==> src/rtl/zet_wb_pkg.sv <==
// Shared definitions for the Zet Wishbone arbiter slice.
//   state_t         : arbiter state encoding (registered, 2 bits)
//   TMO_FILL        : read data returned to a master whose cycle was
//                     terminated by the watchdog
//   DEF_EXEC_BURST  : default max consecutive exec grants while fetch waits
//   DEF_TIMEOUT     : default watchdog limit in cycles (0 disables)
package zet_wb_pkg;

  typedef enum logic [1:0] {
    ST_IDLE  = 2'd0,
    ST_FETCH = 2'd1,
    ST_EXEC  = 2'd2,
    ST_TERM  = 2'd3
  } state_t;

  localparam logic [15:0] TMO_FILL       = 16'hFFFF;
  localparam int          DEF_EXEC_BURST = 4;
  localparam int          DEF_TIMEOUT    = 64;

endpackage

==> src/rtl/zet_wb_watchdog.sv <==
// Bus watchdog: counts cycles where the strobe is up without an
// acknowledge and raises fire once the count has reached TIMEOUT.
//   clk, rst : clock, asynchronous active-high reset
//   stb      : downstream strobe currently presented to the slave
//   ack      : slave acknowledge (clears the count, suppresses fire)
//   clr      : arbiter state is changing this cycle (clears the count)
//   fire     : combinational, next arbiter state must be TERM
module zet_wb_watchdog
  import zet_wb_pkg::*;
#(
  parameter int TIMEOUT = DEF_TIMEOUT
) (
  input  logic clk,
  input  logic rst,
  input  logic stb,
  input  logic ack,
  input  logic clr,
  output logic fire
);

  localparam logic [7:0] LIMIT = 8'(TIMEOUT);

  logic [7:0] wdt;

  // Count holds at LIMIT so it can never wrap past the compare value.
  always_ff @(posedge clk or posedge rst) begin
    if (rst) begin
      wdt <= 8'd0;
    end else if (ack || clr) begin
      wdt <= 8'd0;
    end else if (stb && (wdt != LIMIT)) begin
      wdt <= wdt + 8'd1;
    end
  end

  // A genuine ack in the limit cycle wins over the timeout.
  assign fire = (TIMEOUT != 0) && stb && !ack && (wdt == LIMIT);

endmodule

==> src/rtl/zet_wb_arbiter.sv <==
// Two-master (instruction fetch, execution) to one-slave Wishbone arbiter.
// Exec has priority, bounded by a fairness counter that forces a fetch
// grant after EXEC_BURST consecutive exec grants while fetch is waiting.
// A watchdog terminates cycles the slave never acknowledges.
//   wbf_* : fetch master port (read only)
//   wbe_* : exec master port (read/write, io/mem tag)
//   wbm_* : slave-side bus
//   tmo_o : sticky flag, set when the watchdog terminated a cycle
module zet_wb_arbiter
  import zet_wb_pkg::*;
#(
  parameter int EXEC_BURST = DEF_EXEC_BURST,
  parameter int TIMEOUT    = DEF_TIMEOUT
) (
  input  logic        clk_i,
  input  logic        rst_i,
  output logic [15:0] wbf_dat_o,
  input  logic [19:1] wbf_adr_i,
  input  logic [1:0]  wbf_sel_i,
  input  logic        wbf_cyc_i,
  input  logic        wbf_stb_i,
  output logic        wbf_ack_o,
  input  logic [15:0] wbe_dat_i,
  output logic [15:0] wbe_dat_o,
  input  logic [19:1] wbe_adr_i,
  input  logic        wbe_we_i,
  input  logic        wbe_tga_i,
  input  logic [1:0]  wbe_sel_i,
  input  logic        wbe_cyc_i,
  input  logic        wbe_stb_i,
  output logic        wbe_ack_o,
  input  logic [15:0] wbm_dat_i,
  output logic [15:0] wbm_dat_o,
  output logic [19:1] wbm_adr_o,
  output logic        wbm_we_o,
  output logic        wbm_tga_o,
  output logic [1:0]  wbm_sel_o,
  output logic        wbm_cyc_o,
  output logic        wbm_stb_o,
  input  logic        wbm_ack_i,
  output logic        tmo_o
);

  localparam logic [3:0] BURST_MAX = 4'(EXEC_BURST);

  state_t     state;
  state_t     arb_st;
  state_t     next_st;
  logic [3:0] burst_cnt;
  logic       term_exec;
  logic       wdt_fire;

  zet_wb_watchdog #(
    .TIMEOUT (TIMEOUT)
  ) u_wdt (
    .clk  (clk_i),
    .rst  (rst_i),
    .stb  (wbm_stb_o),
    .ack  (wbm_ack_i),
    .clr  (next_st != state),
    .fire (wdt_fire)
  );

  // Arbitration result and next state. Re-arbitration happens from IDLE,
  // after TERM, or when the current owner has released cyc; holding cyc
  // (even with stb low) keeps the grant.
  always_comb begin
    arb_st = ST_IDLE;
    if (wbe_cyc_i && wbf_cyc_i) begin
      arb_st = (burst_cnt == BURST_MAX) ? ST_FETCH : ST_EXEC;
    end else if (wbe_cyc_i) begin
      arb_st = ST_EXEC;
    end else if (wbf_cyc_i) begin
      arb_st = ST_FETCH;
    end

    next_st = state;
    if (wdt_fire) begin
      next_st = ST_TERM;
    end else begin
      case (state)
        ST_FETCH: if (!wbf_cyc_i) next_st = arb_st;
        ST_EXEC:  if (!wbe_cyc_i) next_st = arb_st;
        default:  next_st = arb_st;
      endcase
    end
  end

  always_ff @(posedge clk_i or posedge rst_i) begin
    if (rst_i) begin
      state     <= ST_IDLE;
      burst_cnt <= 4'd0;
      term_exec <= 1'b0;
      tmo_o     <= 1'b0;
    end else begin
      state <= next_st;
      if (wdt_fire) begin
        term_exec <= (state == ST_EXEC);
        tmo_o     <= 1'b1;
      end
      // Fairness: count fresh exec grants only while fetch is waiting.
      if (!wbf_cyc_i) begin
        burst_cnt <= 4'd0;
      end else if ((next_st == ST_FETCH) && (state != ST_FETCH)) begin
        burst_cnt <= 4'd0;
      end else if ((next_st == ST_EXEC) && (state != ST_EXEC) &&
                   (burst_cnt != BURST_MAX)) begin
        burst_cnt <= burst_cnt + 4'd1;
      end
    end
  end

  // Owner-steered pass-through; IDLE and TERM present an idle bus.
  always_comb begin
    wbm_dat_o = 16'd0;
    wbm_adr_o = 19'd0;
    wbm_we_o  = 1'b0;
    wbm_tga_o = 1'b0;
    wbm_sel_o = 2'd0;
    wbm_cyc_o = 1'b0;
    wbm_stb_o = 1'b0;
    wbf_ack_o = 1'b0;
    wbe_ack_o = 1'b0;
    wbf_dat_o = wbm_dat_i;
    wbe_dat_o = wbm_dat_i;
    case (state)
      ST_FETCH: begin
        wbm_adr_o = wbf_adr_i;
        wbm_sel_o = wbf_sel_i;
        wbm_cyc_o = wbf_cyc_i;
        wbm_stb_o = wbf_stb_i;
        wbf_ack_o = wbm_ack_i;
      end
      ST_EXEC: begin
        wbm_dat_o = wbe_dat_i;
        wbm_adr_o = wbe_adr_i;
        wbm_we_o  = wbe_we_i;
        wbm_tga_o = wbe_tga_i;
        wbm_sel_o = wbe_sel_i;
        wbm_cyc_o = wbe_cyc_i;
        wbm_stb_o = wbe_stb_i;
        wbe_ack_o = wbm_ack_i;
      end
      ST_TERM: begin
        if (term_exec) begin
          wbe_ack_o = 1'b1;
          wbe_dat_o = TMO_FILL;
        end else begin
          wbf_ack_o = 1'b1;
          wbf_dat_o = TMO_FILL;
        end
      end
      default: ;
    endcase
  end

endmodule
==> config.mk <==
export PLATFORM = sky130hd
export DESIGN_NAME = zet_wb_arbiter
export DESIGN_NICKNAME = d
export VERILOG_FILES = /design/src/rtl/zet_wb_pkg.sv /design/src/rtl/zet_wb_watchdog.sv /design/src/rtl/zet_wb_arbiter.sv
export SDC_FILE = /design/constraint.sdc
export NUM_CORES = 1
export LEC_CHECK = 0
export ABC_AREA = 1
export BUFFER_PORTS_ARGS = -buffer_cell sky130_fd_sc_hd__buf_4
export CAP_MARGIN = 20
export CORE_ASPECT_RATIO = 0.9
export CORE_MARGIN = 2
export CORE_UTILIZATION = 39
export CTS_BUF_LIST = sky130_fd_sc_hd__clkbuf_4 sky130_fd_sc_hd__clkbuf_8
export CTS_CLUSTER_SIZE = 14
export DETAILED_ROUTE_END_ITERATION = 8
export GPL_TIMING_DRIVEN = 1
export PLACE_DENSITY = 0.83
export SLEW_MARGIN = 5
export SYNTH_ARGS = -nofsm -noshare
export SYNTH_HDL_FRONTEND = slang
export SYNTH_SLANG_ARGS = --single-unit
==> constraint.sdc <==
create_clock -name clk_i -period 2.01 [get_ports clk_i]
set_clock_uncertainty 0.05 [all_clocks]
set_input_delay 0 -clock clk_i [delete_from_list [all_inputs] [get_ports clk_i]]
set_output_delay 0 -clock clk_i [all_outputs]
set_load 0.02 [all_outputs]
==> results of run 1 <==
[final cells by class]
| type | instances | area share (%) |
|---|---|---|
| Clock buffer | 4 | 1.75 |
| Inverter | 60 | 7.23 |
| Multi-Input combinational cell | 228 | 36.2 |
| Sequential cell | 16 | 12.8 |
| Tap cell | 62 | 2.46 |
| Timing Repair Buffer | 166 | 39.7 |
[metal layers]
layer  vias up  part of all wire (%)
li1       1260                     -
met1      1059                    40
met2       110                    52
met3         2                   8.4
met4         0                  0.17
met5         -                     0
[worst paths after layout]
path	from	to	slack (ns)	cells past startpoint
max	state[1]	burst_cnt[1]	0.12	12
min	wbf_cyc_i	burst_cnt[2]	0.02	3
max reg2reg	state[1]	burst_cnt[1]	0.12	12
min reg2reg	tmo_o	tmo_o	0.42	2
max in group asynchronous	rst_i	state[1]	1.16	3
min in group asynchronous	rst_i	u_wdt.wdt[4]	0.33	3
[where the power goes]
part	switching [mW]	internal, mW	total, mW
combinational	1.42	0.919	2.33
sequential	0.0412	0.357	0.398
clock	0.0979	0.173	0.271
[state kept, by name, summed over array words and instances (netlist names)]
register   cells
burst_cnt      4
term_exec      1
tmo_o          1
u_wdt.wdt      8
state          2
[cell usage after synthesis, types with 2 or more instances]
| master | n | area [sq um] |
|---|---|---|
| nand4_1 | 7 | 43.8 |
| dfrtp_1 | 16 | 400 |
| ha_1 | 7 | 87.6 |
| nand2_4 | 4 | 45.0 |
| nor2_4 | 3 | 33.8 |
| inv_2 | 3 | 11.3 |
| a21oi_1 | 23 | 115 |
| nor2_2 | 11 | 68.8 |
| nand3_1 | 10 | 50.1 |
| xor2_1 | 6 | 52.6 |
| clkbuf_1 | 10 | 37.5 |
| nor2_1 | 11 | 41.3 |
| inv_1 | 57 | 214 |
| o21ai_0 | 4 | 20.0 |
| nand2_1 | 135 | 507 |
| nand3_2 | 2 | 20.0 |
[worst max-delay path, cell delays in order (launching register included)]
cell,delay [ns]
dfrtp_2,0.45
inv_1,0.11
ha_2,0.23
nand2_1,0.07
nand2_2,0.08
nand2_4,0.07
nor2_4,0.10
nand2_4,0.11
nand2_4,0.11
inv_2,0.05
nor2_2,0.17
nand2_1,0.07
a21oi_1,0.13
[logic make-up after synthesis]
family          synth area share (%)
xor+xnor                        2.92
fa+ha+maj                       4.87
compound gates                  7.93
flops                           22.3
buf+inv                         15.3
simple gates                    46.7
[what timing repair did]
action / 4_1_cts / 5_1_grt
endpoints found under the hold margin: 16 / 0
hold buffers: 1 / 0
endpoints found under the setup margin: 0 / 12
gates resized for setup: 0 / 6
buffers inserted: 0 / 2
[stage by stage]
step	util, %	TNS (ns)	total power [mW]
2_1_floorplan	-	0	1.79
3_3_place_gp	68.8	0	2.62
3_5_place_dp	68.8	0	2.66
4_1_cts	70.3	0	2.94
5_1_grt	71.1	-0.0000688	3.24
6_report	71.1	0	3.00
==> results.toml, run 1 <==
[outcome]
outcome = "finished clean"

[finish]
multi_input_area_sq_mm = 0.00114
area_growth_pct = 75.0
num-fill-cells = 372
final_common_cell = "buf_4"
final_area_sq_mm = 0.00315
drive_above_1_share_pct = 42.0
mostFrequentLayoutCells = "165 x buf_4, 135 x nand2_1, 55 x inv_1, 23 x a21oi_1, 15 x dfrtp_1"
seq_area_sq_um = 402
fin_nets = 565
n_antenna_cell = 0
fin_cells = 536

[route]
wl_per_cell_um = 11.0
drc = 0
drtIter0Drc = 58
vias_per_cell = 4.54
drt_first_pass_iters = 4
wirelength_um = 5920
via_count = 2431
drtAntennaViolNets = 0

[timing]
min_period_ns = 1.89
max_slew.worst_pin.slew_ns = 0.584
timing.fmax_mhz = 530
period_share_pct = 93.9
fin_ws_ns = 0.122
hold_viol = 0
slew_headroom_pct = 61.0
setup_violations = 0
hold_ws_ns = 0.0154
drv_slew = 0

[critical_path]
crit_type = "flip-flop to flip-flop"
cp_max_fo = 9
cp-end-kind = "flip-flop"
crit_required_ns = 2.12
start_kind = "flip-flop"
critical_path_arrival_ns = 2.00

[synthesis]
synth_seq_cells = 16
async_flop_share_pct = 100
ys_warn_count = 0
ys_seq_area_share_pct = 22.3
synthFlopType = "dfrtp_1"
syn_nets = 406
synth_cell_types = 23
syn_area_sq_mm = 0.00180
post_synth.cell_area_avg_sq_um = 5.69
synth_edf_count = 0
syn_inst = 316

[floorplan]
start_util_pct = 40.6
die_area_sq_mm = 0.00517
dieHeight_um = 68.4
die_x_um = 75.6
ios = 159
core_area_sq_mm = 0.00443
num_rows = 23

[place]
placedCellCount = 529
place_ws_ns = 0.0938
dpl_cell_area_sq_mm = 0.00305
place_congestion = 0.797
io_buffers = 158
dp_hpwl_um = 4990

[cts]
h-tree-depth = 1
cts_root_buf = "clkbuf_8"
cts_tree = "yes"
cts_buffers = 3
clock_latency_ns = 0.24
ctsLongestPathBuffers = 2
cts.reportedPaths.clkPinSlew_ns = 0.06
clock-sinks = 16

[global_route]
grt_util_met2_pct = 38.7
antenna_found_initial = 0
grt-ovfl-total = 0
grt_use_met1_pct = 25.4
met3_usage_pct = 3.83
grt_pass1_wl_um = 8420
grt_max_degree = 35
busiest_layer = "met2"
grt_pass1_vias = 2047
grt.total_usage_pct = 20.8

[run]
maxCapViolCount = 0

[pwr]
ir_worst_vdd_uv = 539
p_leak_nw = 1.95
power_density_mw_per_mm2 = 953

[min_path]
min_path_type = "input pin to flip-flop"
Power figures use the tool's default switching activity.
==> run 2, diff against run 1 <==
Settings changed: CORE_UTILIZATION 39 to 42, PLACE_DENSITY 0.83 to 0.88.
Clock period 2.01 ns to 2.2 ns, I/O delays scaled along.
==> results.toml, run 2 (synthesis results as in run 1) <==
[outcome]
outcome = "finished clean"

[route]
drtAntennaViolNets = 0
drt_first_pass_iters = 4
via_count = 2447
wirelength_um = 6000
vias_per_cell = 4.70
wl_per_cell_um = 11.5
drc = 0
drtIter0Drc = 85

[cts]
clock_latency_ns = 0.24
cts_root_buf = "clkbuf_8"
clock-sinks = 16
post_cts_buffers = 0
ctsLongestPathBuffers = 2
cts_tree = "yes"
cts_buffers = 3
h-tree-depth = 1
cts.reportedPaths.clkPinSlew_ns = 0.06

[timing]
rsz0062_at_grt = "no"
hold_ws_ns = 0.00923
period_share_pct = 90.6
timing.fmax_mhz = 502
setup_violations = 0
fin_ws_ns = 0.206
min_period_ns = 1.99
setup-tns-final_ns = 0
hold_viol = 0
slew_headroom_pct = 59.6
max_slew.worst_pin.slew_ns = 0.606
drv_slew = 0

[pwr]
ir_worst_vdd_uv = 485
p_leak_nw = 1.94
power_density_mw_per_mm2 = 856
finalPower_mw = 2.65

[place]
dp_hpwl_um = 5120
io_buffers = 158
place_ws_ns = 0.183
place_congestion = 0.861

[floorplan]
num_rows = 22
dieHeight_um = 66.1
die_x_um = 73.0
start_util_pct = 43.9
core_area_sq_mm = 0.00410
ios = 159
die_area_sq_mm = 0.00482

[critical_path]
start_kind = "flip-flop"
crit_type = "flip-flop to flip-flop"
critical_path_arrival_ns = 2.12
cp_max_fo = 8
cp-end-kind = "flip-flop"
crit_required_ns = 2.32

[finish]
mostFrequentLayoutCells = "165 x buf_4, 135 x nand2_1, 57 x inv_1, 23 x a21oi_1, 15 x dfrtp_1"
final_util_pct = 75.7
final_common_cell = "buf_4"
drive_above_1_share_pct = 41.2
largest_reg_flops = 8
n_antenna_cell = 0
fin_nets = 565
top_register = "u_wdt.wdt"
area_growth_pct = 72.5
reg_top3 = "u_wdt.wdt (8), burst_cnt (4), state (2)"

[run]
maxCapViolCount = 0

[global_route]
grt_pass1_wl_um = 9150
antenna_found_initial = 0
grt_max_degree = 22
grt_pass1_vias = 2240
grt-ovfl-total = 0
grt.total_usage_pct = 23.2

[min_path]
min_path_type = "input pin to flip-flop"
==> run 2: metal layers <==
layer	vias up	part of all wire (%)	global-route usage [%]
li1	1258	-	-
met1	1060	38	26.0
met2	119	52	43.8
met3	10	7.8	3.51
met4	0	1.8	8.33
met5	-	0	0
==> run 2: cell type report <==
cell class | count | area [sq um]
timing repair buffer | 166 | 1250
multi-input combinational | 228 | 1130
fill | 332 | 998
sequential | 16 | 402
inverter | 60 | 225
tap | 48 | 60.1
clock buffer | 3 | 41.3
==> run 2: what timing repair did <==
item / 4_1_cts / 5_1_grt
gates resized for setup: 0 / 2
hold endpoints to repair: 16 / 0
hold buffers: 1 / 0
setup endpoints to repair: 0 / 4
==> run 2: final timing paths <==
path	startpoint	endpoint	slack (ns)	cells after the start
hold reg to reg	tmo_o	tmo_o	0.42	2
hold / removal	wbf_cyc_i	burst_cnt[1]	0.009	3
setup / recovery	state[0]	u_wdt.wdt[2]	0.21	13
setup reg to reg	state[0]	u_wdt.wdt[2]	0.21	13
min in group asynchronous	rst_i	burst_cnt[2]	0.34	3
max in group asynchronous	rst_i	state[0]	1.33	3
==> run 2: power breakdown <==
part           switching, mW  internal [mW]
sequential            0.0405          0.325
clock                 0.0904          0.121
combinational           1.28          0.802
total                   1.41           1.25
==> run 2: critical path, cell delays in order, from the launching register on <==
cell and delay [ns]:
dfrtp_2 0.41, inv_1 0.09, ha_1 0.35, inv_2 0.13, nand2_1 0.07, nand3b_1 0.09, nand2_1 0.09, nor2_4 0.12
nand2_4 0.06, nand2_1 0.07, nand2_1 0.06, nor2_2 0.12, nand2_4 0.12, nor2_2 0.11
==> run 2: per-stage QoR <==
step	instances	instance area, sq um
floorplan	316	1800
global placement	517	3050
detailed placement	517	3050
CTS	521	3100
global route	521	3100
finish	521	3100
==> run 3, diff against run 2 <==
Settings changed: MAX_ROUTING_LAYER set to met4.
==> results.toml, run 3 (synthesis results as in run 1) <==
[min_path]
hold_depth = 3
min_path_type = "input pin to flip-flop"
min_to = "burst_cnt[1]"
hold_path.startpoint = "wbf_cyc_i"

[cts]
h-tree-depth = 1
clock-sinks = 16
clock_latency_ns = 0.24
cts_tree = "yes"
ctsLongestPathBuffers = 2
cts.reportedPaths.clkPinSlew_ns = 0.06
cts_buffers = 3
cts_root_buf = "clkbuf_8"

[route]
drtAntennaViolNets = 0
drt_first_pass_iters = 4
vias_per_cell = 4.73
drtIter0Drc = 58
wirelength_um = 6020
via_count = 2462
wl_per_cell_um = 11.6
drc = 0

[pwr]
p_int_mw = 1.25
p_leak_nw = 1.94
pwr-share-clk_pct = 7.9
p_comb_share_pct = 78.3
ir_worst_vdd_uv = 486
p_seq_share_pct = 13.8
power_density_mw_per_mm2 = 856
switchingPower_mw = 1.41
p_sw_share_pct = 53.0

[finish]
fin_cells = 521
drive_above_1_share_pct = 41.2
final_common_cell = "buf_4"
final_util_pct = 75.7
largest_reg_flops = 8
num-fill-cells = 332
area_growth_pct = 72.5
top_register = "u_wdt.wdt"
fin_nets = 565
reg_top3 = "u_wdt.wdt (8), burst_cnt (4), state (2)"
n_antenna_cell = 0
mostFrequentLayoutCells = "165 x buf_4, 135 x nand2_1, 57 x inv_1, 23 x a21oi_1, 15 x dfrtp_1"

[timing]
setup-tns-final_ns = 0
setup_violations = 0
period_share_pct = 90.6
max_slew.worst_pin.slew_ns = 0.606
slew_headroom_pct = 59.6
drv_slew = 0
hold_ws_ns = 0.0104
fin_ws_ns = 0.207
hold_viol = 0
timing.fmax_mhz = 502
min_period_ns = 1.99
rsz0062_at_grt = "no"

[global_route]
grt_pass1_vias = 2235
antenna_found_initial = 0
grt_max_degree = 22
grt_pass1_wl_um = 9160
grt-ovfl-total = 0
grt.total_usage_pct = 23.9

[place]
place_ws_ns = 0.183
dp_hpwl_um = 5120
placedCellCount = 517
io_buffers = 158
place_congestion = 0.875

[critical_path]
critical_path_arrival_ns = 2.12
start_kind = "flip-flop"
cp_max_fo = 8
r2r-start = "state[0]"
r2r_cells = 13
r2r_slack_ns = 0.21
cp-end-kind = "flip-flop"
crit_type = "flip-flop to flip-flop"
r2r-end = "u_wdt.wdt[2]"
crit_required_ns = 2.32

[floorplan]
die_area_sq_mm = 0.00482
die_x_um = 73.0
num_rows = 22
dieHeight_um = 66.1
start_util_pct = 43.9
core_area_sq_mm = 0.00410
ios = 159

[outcome]
outcome = "finished clean"

[run]
maxCapViolCount = 0
run 3: how the worst max path moves through the flow:
stage | startpoint | to | slack (ns) | cells past startpoint
after floorplan | state[0] | u_wdt.wdt[0] | 0.36 | 13
after global placement | state[0] | u_wdt.wdt[0] | 0.31 | 13
after detailed placement | state[0] | u_wdt.wdt[2] | 0.18 | 13
after CTS | state[0] | u_wdt.wdt[2] | 0.15 | 13
after global routing | state[0] | u_wdt.wdt[5] | 0.04 | 12
final | state[0] | u_wdt.wdt[2] | 0.21 | 13
run 3: power groups by stage:
stage / Sequential, mW / Combinational (mW) / Clock, mW
4_1_cts: 0.364 / 2.09 / 0.217
5_1_grt: 0.368 / 2.27 / 0.231
3_3_place_gp: 0.366 / 2.04 / 0
2_1_floorplan: 0.356 / 1.28 / 0
3_5_place_dp: 0.368 / 2.09 / 0
6_report: 0.366 / 2.08 / 0.210
run 3: timing repair:
action / 4_1_cts / 5_1_grt
gates resized for setup: 0 / 2
buffers inserted: 0 / 0
hold endpoints to repair: 16 / 0
endpoints found under the setup margin: 0 / 4
hold buffers: 1 / 0
run 3: routing by layer:
layer	global-route usage [%]	up-vias	wire length, um
li1	-	1257	-
met1	26.2	1066	2290
met2	43.7	125	3130
met3	3.35	14	471
met4	8.33	0	129
met5	-	-	0
run 3: critical path, stage by stage, from the launching register on:
cell and delay [ns]:
dfrtp_2 0.41, inv_1 0.09, ha_1 0.35, inv_2 0.13, nand2_1 0.07, nand3b_1 0.09
nand2_1 0.09, nor2_4 0.12, nand2_4 0.06, nand2_1 0.07, nand2_1 0.06, nor2_2 0.12
nand2_4 0.12, nor2_2 0.11
run 3: cell type report:
cell class / instances / area [sq um] / area share, %
sequential: 16 / 402 / 12.9
multi-input combinational: 228 / 1130 / 36.3
timing repair buffer: 166 / 1250 / 40.2
inverter: 60 / 225 / 7.26
clock buffer: 3 / 41.3 / 1.33
tap: 48 / 60.1 / 1.94
run 3: metrics by stage:
stage / total power [mW] / instance area (sq um)
6_report: 2.65 / 3100
5_1_grt: 2.87 / 3100
4_1_cts: 2.68 / 3100
3_5_place_dp: 2.45 / 3050
3_3_place_gp: 2.41 / 3050
2_1_floorplan: 1.64 / 1800
